<file path="config.mk">
export PLATFORM = sky130hd
export DESIGN_NAME = fma16_prod_seq_flat
export DESIGN_NICKNAME = d
export VERILOG_FILES = /design/src/rtl/fma16_prod_seq_if.sv /design/src/rtl/fma16_prod_seq.sv /design/src/flat_wrapper.sv
export SDC_FILE = /design/constraint.sdc
export NUM_CORES = 1
export LEC_CHECK = 0
export ABC_AREA = 1
export CELL_PAD_IN_SITES_DETAIL_PLACEMENT = 1
export CELL_PAD_IN_SITES_GLOBAL_PLACEMENT = 1
export CORE_UTILIZATION = 50
export CTS_CLUSTER_DIAMETER = 40
export DETAILED_ROUTE_END_ITERATION = 12
export DONT_BUFFER_PORTS = 1
export PLACE_DENSITY_LB_ADDON = 0.1
export SLEW_MARGIN = 5
export SYNTH_ARGS = -nofsm -noshare
export SYNTH_HDL_FRONTEND = slang
export SYNTH_SLANG_ARGS = --single-unit
</file>
<file path="constraint.sdc">
create_clock -name clk -period 6.2 [get_ports clk]
set_clock_uncertainty 0.2 [all_clocks]
set_input_delay 0 -clock clk [delete_from_list [all_inputs] [get_ports clk]]
set_output_delay 0 -clock clk [all_outputs]
set_load 0.05 [all_outputs]
</file>
<file path="src/rtl/fma16_prod_seq_if.sv">
// Operand/result handshake bundle for the fp16 FMA product stage.
// The master drives operands and out_ready; the slave (product stage) drives the results.
interface fma16_prod_seq_if;
  logic        in_valid;
  logic        in_ready;
  logic [15:0] x;
  logic [15:0] y;
  logic [15:0] z;
  logic        out_valid;
  logic        out_ready;
  logic        ps;
  logic [5:0]  pe;
  logic        pe_ovf;
  logic [21:0] pm;
  logic        zs;
  logic [4:0]  ze;
  logic [9:0]  zm;
  logic        special;
  logic        prod_zero;

  modport master (
    output in_valid, x, y, z, out_ready,
    input  in_ready, out_valid, ps, pe, pe_ovf, pm, zs, ze, zm, special, prod_zero
  );

  modport slave (
    input  in_valid, x, y, z, out_ready,
    output in_ready, out_valid, ps, pe, pe_ovf, pm, zs, ze, zm, special, prod_zero
  );
endinterface

</file>
<file path="src/rtl/fma16_prod_seq.sv">
// fp16 FMA front end: sequential shift-add significand product plus exponent/sign prep.
// state | meaning
// IDLE  | ready for an operand triple
// MUL   | retiring BITS_PER_CYCLE multiplier bits per cycle into the accumulator
// DONE  | results registered; out_valid follows one cycle later and holds until out_ready
module fma16_prod_seq #(
  parameter int BITS_PER_CYCLE = 1
) (
  input  logic               clk,
  input  logic               reset_n,
  fma16_prod_seq_if.slave    bus
);

  localparam int         ITER     = (11 + BITS_PER_CYCLE - 1) / BITS_PER_CYCLE;
  localparam logic [3:0] LAST_CNT = 4'(ITER - 1);

  typedef enum logic [1:0] {IDLE, MUL, DONE} state_t;

  state_t      state_q, state_d;
  logic [3:0]  cnt_q, cnt_d;
  logic [21:0] acc_q, acc_d;
  logic [21:0] xm_sh_q, xm_sh_d;
  logic [10:0] ym_sh_q, ym_sh_d;
  logic [21:0] partial;

  logic        lat_ps_q, lat_ps_d;
  logic [5:0]  lat_pe_q, lat_pe_d;
  logic        lat_ovf_q, lat_ovf_d;
  logic [15:0] lat_z_q, lat_z_d;
  logic        lat_sp_q, lat_sp_d;

  logic        out_valid_q, out_valid_d;
  logic        ps_q, ps_d;
  logic [5:0]  pe_q, pe_d;
  logic        pe_ovf_q, pe_ovf_d;
  logic [21:0] pm_q, pm_d;
  logic        zs_q, zs_d;
  logic [4:0]  ze_q, ze_d;
  logic [9:0]  zm_q, zm_d;
  logic        special_q, special_d;
  logic        prod_zero_q, prod_zero_d;
  logic        load_out;

  logic [4:0]  xe, ye, xe_eff, ye_eff;
  logic [10:0] xm, ym;
  logic [6:0]  exp_sum;
  logic        in_ps, in_ovf, in_sp, in_zero;

  assign xe      = bus.x[14:10];
  assign ye      = bus.y[14:10];
  assign xe_eff  = (xe == 5'd0) ? 5'd1 : xe;
  assign ye_eff  = (ye == 5'd0) ? 5'd1 : ye;
  assign xm      = {xe != 5'd0, bus.x[9:0]};
  assign ym      = {ye != 5'd0, bus.y[9:0]};
  // Sum spans -13..47, so 7-bit two's complement is exact; overflow means sum >= 32.
  assign exp_sum = {2'b00, xe_eff} + {2'b00, ye_eff} - 7'd15;
  assign in_ovf  = ~exp_sum[6] & exp_sum[5];
  assign in_ps   = bus.x[15] ^ bus.y[15];
  assign in_sp   = (xe == 5'h1F) || (ye == 5'h1F) || (bus.z[14:10] == 5'h1F);
  assign in_zero = (bus.x[14:0] == 15'd0) || (bus.y[14:0] == 15'd0);

  always_comb begin
    partial = '0;
    for (int j = 0; j < BITS_PER_CYCLE; j++) begin
      if (ym_sh_q[j]) partial = partial + (xm_sh_q << j);
    end
  end

  always_comb begin
    state_d     = state_q;
    cnt_d       = cnt_q;
    acc_d       = acc_q;
    xm_sh_d     = xm_sh_q;
    ym_sh_d     = ym_sh_q;
    lat_ps_d    = lat_ps_q;
    lat_pe_d    = lat_pe_q;
    lat_ovf_d   = lat_ovf_q;
    lat_z_d     = lat_z_q;
    lat_sp_d    = lat_sp_q;
    ps_d        = ps_q;
    pe_d        = pe_q;
    pe_ovf_d    = pe_ovf_q;
    pm_d        = pm_q;
    zs_d        = zs_q;
    ze_d        = ze_q;
    zm_d        = zm_q;
    special_d   = special_q;
    prod_zero_d = prod_zero_q;
    load_out    = 1'b0;

    case (state_q)
      IDLE: begin
        if (bus.in_valid) begin
          lat_ps_d  = in_ps;
          lat_pe_d  = exp_sum[5:0];
          lat_ovf_d = in_ovf;
          lat_z_d   = bus.z;
          lat_sp_d  = in_sp;
          acc_d     = '0;
          cnt_d     = '0;
          xm_sh_d   = {11'd0, xm};
          ym_sh_d   = ym;
          if (in_zero) begin
            state_d  = DONE;
            load_out = 1'b1;
          end else begin
            state_d  = MUL;
          end
        end
      end
      MUL: begin
        acc_d   = acc_q + partial;
        xm_sh_d = xm_sh_q << BITS_PER_CYCLE;
        ym_sh_d = ym_sh_q >> BITS_PER_CYCLE;
        cnt_d   = cnt_q + 4'd1;
        if (cnt_q == LAST_CNT) begin
          state_d  = DONE;
          load_out = 1'b1;
        end
      end
      DONE: begin
        if (out_valid_q && bus.out_ready) state_d = IDLE;
      end
      default: state_d = IDLE;
    endcase

    // Zero products skip MUL, so their fields come straight from the operand bus.
    if (load_out) begin
      if (state_q == IDLE) begin
        ps_d        = in_ps;
        pe_d        = exp_sum[5:0];
        pe_ovf_d    = in_ovf;
        pm_d        = '0;
        zs_d        = bus.z[15];
        ze_d        = bus.z[14:10];
        zm_d        = bus.z[9:0];
        special_d   = in_sp;
        prod_zero_d = 1'b1;
      end else begin
        ps_d        = lat_ps_q;
        pe_d        = lat_pe_q;
        pe_ovf_d    = lat_ovf_q;
        pm_d        = acc_d;
        zs_d        = lat_z_q[15];
        ze_d        = lat_z_q[14:10];
        zm_d        = lat_z_q[9:0];
        special_d   = lat_sp_q;
        prod_zero_d = 1'b0;
      end
    end

    out_valid_d = (state_q == DONE) && !(out_valid_q && bus.out_ready);
  end

  always_ff @(posedge clk or negedge reset_n) begin
    if (!reset_n) begin
      state_q     <= IDLE;
      cnt_q       <= '0;
      acc_q       <= '0;
      xm_sh_q     <= '0;
      ym_sh_q     <= '0;
      lat_ps_q    <= 1'b0;
      lat_pe_q    <= '0;
      lat_ovf_q   <= 1'b0;
      lat_z_q     <= '0;
      lat_sp_q    <= 1'b0;
      out_valid_q <= 1'b0;
      ps_q        <= 1'b0;
      pe_q        <= '0;
      pe_ovf_q    <= 1'b0;
      pm_q        <= '0;
      zs_q        <= 1'b0;
      ze_q        <= '0;
      zm_q        <= '0;
      special_q   <= 1'b0;
      prod_zero_q <= 1'b0;
    end else begin
      state_q     <= state_d;
      cnt_q       <= cnt_d;
      acc_q       <= acc_d;
      xm_sh_q     <= xm_sh_d;
      ym_sh_q     <= ym_sh_d;
      lat_ps_q    <= lat_ps_d;
      lat_pe_q    <= lat_pe_d;
      lat_ovf_q   <= lat_ovf_d;
      lat_z_q     <= lat_z_d;
      lat_sp_q    <= lat_sp_d;
      out_valid_q <= out_valid_d;
      ps_q        <= ps_d;
      pe_q        <= pe_d;
      pe_ovf_q    <= pe_ovf_d;
      pm_q        <= pm_d;
      zs_q        <= zs_d;
      ze_q        <= ze_d;
      zm_q        <= zm_d;
      special_q   <= special_d;
      prod_zero_q <= prod_zero_d;
    end
  end

  assign bus.in_ready  = (state_q == IDLE);
  assign bus.out_valid = out_valid_q;
  assign bus.ps        = ps_q;
  assign bus.pe        = pe_q;
  assign bus.pe_ovf    = pe_ovf_q;
  assign bus.pm        = pm_q;
  assign bus.zs        = zs_q;
  assign bus.ze        = ze_q;
  assign bus.zm        = zm_q;
  assign bus.special   = special_q;
  assign bus.prod_zero = prod_zero_q;

endmodule

</file>
<file path="src/flat_wrapper.sv">
// flat-port wrapper written by rule: the top's interface ports become plain ports
module fma16_prod_seq_flat 
#(
  parameter int BITS_PER_CYCLE = 1
)
  (clk, reset_n, bus_in_valid, bus_x, bus_y, bus_z, bus_out_ready, bus_in_ready, bus_out_valid, bus_ps, bus_pe, bus_pe_ovf, bus_pm, bus_zs, bus_ze, bus_zm, bus_special, bus_prod_zero);
  fma16_prod_seq_if bus_i ();
  input  logic clk;
  input  logic reset_n;
  input wire logic [$bits(bus_i.in_valid)-1:0] bus_in_valid;
  input wire logic [$bits(bus_i.x)-1:0] bus_x;
  input wire logic [$bits(bus_i.y)-1:0] bus_y;
  input wire logic [$bits(bus_i.z)-1:0] bus_z;
  input wire logic [$bits(bus_i.out_ready)-1:0] bus_out_ready;
  output wire logic [$bits(bus_i.in_ready)-1:0] bus_in_ready;
  output wire logic [$bits(bus_i.out_valid)-1:0] bus_out_valid;
  output wire logic [$bits(bus_i.ps)-1:0] bus_ps;
  output wire logic [$bits(bus_i.pe)-1:0] bus_pe;
  output wire logic [$bits(bus_i.pe_ovf)-1:0] bus_pe_ovf;
  output wire logic [$bits(bus_i.pm)-1:0] bus_pm;
  output wire logic [$bits(bus_i.zs)-1:0] bus_zs;
  output wire logic [$bits(bus_i.ze)-1:0] bus_ze;
  output wire logic [$bits(bus_i.zm)-1:0] bus_zm;
  output wire logic [$bits(bus_i.special)-1:0] bus_special;
  output wire logic [$bits(bus_i.prod_zero)-1:0] bus_prod_zero;
  assign bus_i.in_valid = bus_in_valid;
  assign bus_i.x = bus_x;
  assign bus_i.y = bus_y;
  assign bus_i.z = bus_z;
  assign bus_i.out_ready = bus_out_ready;
  assign bus_in_ready = bus_i.in_ready;
  assign bus_out_valid = bus_i.out_valid;
  assign bus_ps = bus_i.ps;
  assign bus_pe = bus_i.pe;
  assign bus_pe_ovf = bus_i.pe_ovf;
  assign bus_pm = bus_i.pm;
  assign bus_zs = bus_i.zs;
  assign bus_ze = bus_i.ze;
  assign bus_zm = bus_i.zm;
  assign bus_special = bus_i.special;
  assign bus_prod_zero = bus_i.prod_zero;
  fma16_prod_seq #(.BITS_PER_CYCLE(BITS_PER_CYCLE)) u_core (.clk(clk), .reset_n(reset_n), .bus(bus_i));
endmodule
</file>
After elaboration in Yosys (flattened, before gate mapping)
Cells that the tools add are included.
- $add $sub $neg: 4
- equal/unequal tests: 9
- multiplexer cells: 29
- bitwise operators: 3
- reductions and logical operators: 17
- operators with widths (cell ; number):
    22-bit 2-to-1 mux ; 4
    22-bit case mux with 2 select lines ; 2
    15-bit zero test ; 2
    22-bit adder ; 1
    11-bit case mux with 2 select lines ; 1
    5-bit equality test, second input constant ; 3
    5-bit 2-to-1 mux ; 3
    11-bit 2-to-1 mux ; 1
    5-bit zero test ; 2
    10-bit 2-to-1 mux ; 1
    5-bit nonzero test ; 2
    1-bit 2-to-1 mux ; 8
    2-bit 2-to-1 mux ; 4
    4-bit case mux with 2 select lines ; 1
    7-bit by 4-bit subtractor with 7-bit output, second input constant ; 1
    5-bit by 5-bit adder with 6-bit output ; 1
    6-bit 2-to-1 mux ; 1
    2-bit case mux with 3 select lines ; 1
    4-bit by 1-bit adder with 4-bit output, second input constant ; 1
    4-bit equality test, second input constant ; 1
    4-bit 2-to-1 mux ; 1
    2-bit by 1-bit inequality test with 1-bit output, second input constant ; 2
    2-bit AND reduction ; 2
    1-bit logical OR ; 3
    12 further kinds ; 13
- flip-flop bits (word level): 135
- bits of input ports: 52
- output and inout port bits: 50

Depth between registers and ports, before layout
- depth in word-level cells: 7
- mapped depth: 18
- depth with buffers taken out: 17

Least setup slack after synthesis
OpenSTA, ideal clock, no wires.
- path type: register to register
- start point: reg u_core.ym_sh_q[0]
- end point: reg u_core.pm_q[16], in the netlist u_core.bus.pm[16]
- data arrival time: 2.136 ns
- path slack: 3.747 ns
- cell stages (with the launch flop): 19
- period minus slack after synthesis: 2.453 ns
- cells stage by stage: dfrtp_1 -> clkbuf_1 -> nand2_1 -> inv_1 -> ha_1 -> inv_1 -> fa_1 -> inv_1 -> nand3_1 -> nand3_1 -> nand2_1 -> nand2_1 -> nand2_1 -> nand2_1 -> nand2_1 -> nand3_1 -> nand2_1 -> nand2_1 -> nand2_1
- longest elaborated chain between the ends: 4
- RTL lines (item ; line ; RTL):
    start, declared ; fma16_prod_seq.sv:23 ; logic [10:0] ym_sh_q, ym_sh_d;
    start signal, assigned ; fma16_prod_seq.sv:182 ; ym_sh_q <= ym_sh_d;
    22-bit 2-to-1 mux ; fma16_prod_seq.sv:65 ; if (ym_sh_q[j]) partial = partial + (xm_sh_q << j);
    22-bit adder ; fma16_prod_seq.sv:112 ; acc_d = acc_q + partial;
    22-bit case mux with 2 select lines ; fma16_prod_seq.sv:91 ; case (state_q)
    via u_core.acc_d[16] ; fma16_prod_seq.sv:21 ; logic [21:0] acc_q, acc_d;
    22-bit 2-to-1 mux ; fma16_prod_seq.sv:129 ; if (state_q == IDLE) begin
    end signal, assigned ; fma16_prod_seq.sv:192 ; pm_q <= pm_d;
    end, declared ; fma16_prod_seq.sv:36 ; logic [21:0] pm_q, pm_d;
The timed path passes the listed nets, and every way through them passes these cells.
A chain may end at the register's enable or synchronous reset.

Worst setup path in the final report
- start point: reg u_core.state_q[0]
- end point: reg u_core.pm_q[3], in the netlist u_core.bus.pm[3]
- longest elaborated chain between the ends: 3
- elaborated cells between the ends (all ways): 5
- classes of those cells: 1 x eq/ne; 3 x mux; 1 x reduce/logical
- RTL lines (item ; line ; RTL):
    start, declared ; fma16_prod_seq.sv:19 ; state_t state_q, state_d;
    start signal, assigned ; fma16_prod_seq.sv:178 ; state_q <= state_d;
    2-bit by 1-bit equality test with 1-bit output or 2-bit zero test (tied branches) ; fma16_prod_seq.sv:91 ;
    22-bit case mux with 2 select lines * ; fma16_prod_seq.sv:91 ;
    via u_core.acc_d[3] ; fma16_prod_seq.sv:21 ;
    22-bit 2-to-1 mux * ; fma16_prod_seq.sv:129 ;
The timed path passes the listed nets; every way through them passes the cells marked *.

==> flow_summary.yaml <==
run_status:
  outcome: "finished with violations"
  violations: "hold timing"
layout:
  final-seq-area_um2: 3380
  final_cell_mix: "nand2_1 (420), inv_1 (143), dfrtp_1 (135)"
  syn2layout_area_growth_pct: 16.4
  layout-drive-gt1-share: 0.0487
  instances_no_fill: 1293
  multi_input_area_um2: 3500
  fin_util: 0.604
  fillers: 1847
  antennaDiodeCount: 0
  nets: 1179
  final_common_cell: "nand2_1"
power:
  p_switching_uw: 2550
  powerDensity_nw_per_um2: 563
  irDropWorstVdd_mv: 0.305
  seqPwrFrac: 0.407
  p_clk_frac: 0.214
  p_int_uw: 2470
  p_comb_frac: 0.379
  p_leak_uw: 0.00479
  switching_share: 0.508
yosys:
  ys_warn_count: 0
  ys_ff_latch: 135
  synthFlopType: "dfrtp_1"
  async_reset_ff_frac: 1.00
  postSynthCellCount: 1058
  synth_nets: 1141
  avgSynthCellArea_um2: 7.24
  synth_edf_count: 0
  synth_cell_types: 39
  netlist_area_um2: 7660
  ys_seq_area_frac: 0.441
clocking:
  cts_root_buffer: "clkbuf_16"
  cts_resized: 0
  htreeDepth: 4
  clkSinkCount: 135
  clk_pin_slew_ns: 0.07
  numCtsBuffers: 17
  clk_latency_ns: 0.44
  cts_tree: "built"
  clk_path_buf_depth: 2
critical_path:
  arrival_ns: 3.76
  critPathKind: "reg2reg"
  endpoint_kind: "flip-flop"
  cp-start-kind: "flip-flop"
  cp.required_ns: 6.32
  worstPathMaxFanout: 54
  slowest_stage: "nand2_2"
  cpPeakStageDelay_ns: 0.80
  path_cells: "inv_2 -> nor2_4 -> buf_4 -> inv_2 -> nand2_2 -> inv_2 -> nand2_1 -> o21ai_0 -> nand2_1 -> nand2_1"
  ff2ff_path_depth: 10
sta:
  fin_ws_ns: 2.56
  tightestPinTransition_ns: 0.920
  final_max_slew_viol_count: 0
  rsz0062_at_grt: "false"
  max_freq_mhz: 275
  hold_slack_ns: -0.00155
  hold_viol: 2
  period_needed_ns: 3.64
  finalCritPeriodShare: 0.587
  finalSetupViolCount: 0
  final.setup.tns_ns: 0
  slew_headroom: 0.385
grt:
  antenna_found_initial: 0
  grt_pass1_vias: 7922
  grt_max_degree: 136
  overflow: 0
  grt_pass1_wl_mm: 40.4
  grt_usage: 0.330
drt:
  firstDrtPassIters: 5
  vias: 7203
  wl_mm: 24.7
  vias_per_cell: 5.57
  wl_per_cell_um: 19.1
  drcViolationCount: 0
  ant_nets: 0
  drtIter0Drc: 335
floorplan:
  io_pins: 102
  row_count: 44
  core_um2: 14800
  start_util: 0.519
  die_y_um: 126
  die_x_um: 126
  die_area_um2: 15800
place:
  hpwl_mm: 14.2
  dp_cells: 1201
  portBuffers: 0
  dp_worst_setup_slack_ns: 2.72
  gp_congestion: 0.831
min_path:
  min_path_type: "in2async"
job:
  drv_cap: 0
==> cell type report <==
cell class	count	share of cell area
Tap cell	184	0.0258
Timing Repair Buffer	62	0.0710
Multi-Input combinational cell	730	0.393
Inverter	150	0.0634
Clock buffer	17	0.0477
Clock inverter	15	0.0203
Sequential cell	135	0.379
==> power by group through the flow <==
stage	clock [uW]	sequential, uW	combinational [uW]
after floorplan	0	1920	1360
after global placement	0	2020	1640
after detailed placement	0	2030	1720
after CTS	1070	2020	1810
after global routing	1110	2080	2140
final	1070	2040	1900
==> critical path, delay by kind of cell, from the launching register on <==
family | cells | cell delay [ns]
and+or+nand+nor | 5 | 1.22
DFF | 1 | 0.43
AOI/OAI and AO/OA | 1 | 0.13
buffers and inverters | 4 | 1.51
==> sequential cells by signal, indices dropped and copies added, names as in the netlist, 2 cells and up <==
signal / cells
u_core.cnt_q: 4
u_core.bus.ze: 5
u_core.lat_z_q: 16
u_core.lat_pe_q: 6
u_core.bus.zm: 10
u_core.bus.pe: 6
u_core.ym_sh_q: 11
u_core.xm_sh_q: 22
u_core.acc_q: 22
u_core.state_q: 2
u_core.bus.pm: 22
==> final timing paths <==
check	from	end	slack, ns
worst max-delay path	u_core.state_q[0]	u_core.bus.pm[3]	2.56
worst min-delay path	reset_n	u_core.ym_sh_q[7]	-0.002
worst max register to register	u_core.state_q[0]	u_core.bus.pm[3]	2.56
worst min register to register	u_core.xm_sh_q[21]	u_core.xm_sh_q[21]	0.31
max in group asynchronous	reset_n	u_core.acc_q[18]	5.27
min in group clk	bus_z[5]	u_core.lat_z_q[5]	0.07
==> timing repair <==
action                                 in CTS  in global routing
setup buffers                               0                  0
hold buffers                               60                  0
endpoints found under the hold margin     205                  0
==> cells in the mapped netlist (all sizes together), types with 2 or more instances <==
master    n  area share
fa        2      0.0052
xnor2     4      0.0046
or2       5      0.0041
a21oi    26       0.017
nand3    41       0.027
o21ai    89       0.060
o22ai    14       0.011
o211ai   18       0.018
buf      20       0.018
nand4     3      0.0024
nor2     49       0.026
xor2      5      0.0057
nand3b    5      0.0049
nand2   424        0.21
ha       29       0.047
clkbuf   23       0.011
nor3      8      0.0052
dfrtp   135        0.44
nor4      2      0.0016
inv     149       0.073
==> per-stage QoR <==
step                      power (uW)  area [um2]
after floorplan                 3290        7660
after global placement          3660        7690
after detailed placement        3750        7690
after CTS                       4910        8920
after global routing            5340        8920
final                           5020        8920
==> per-layer routing <==
layer,track usage,wire [um]
met5,0,0
met4,0.135,787
met3,0.0850,1090
met2,0.586,12500
met1,0.378,10300
==> cells by family after synthesis <==
kind of cell,count (synthesis),synth area share
AND/OR/NAND/NOR,539,0.283
flip-flops,135,0.441
AO/OA/AOI/OAI,151,0.110
adder cells (fa/ha/maj),31,0.0526
XOR/XNOR,9,0.0103
buffers and inverters,193,0.103
(Power assumes the default switching activity.)
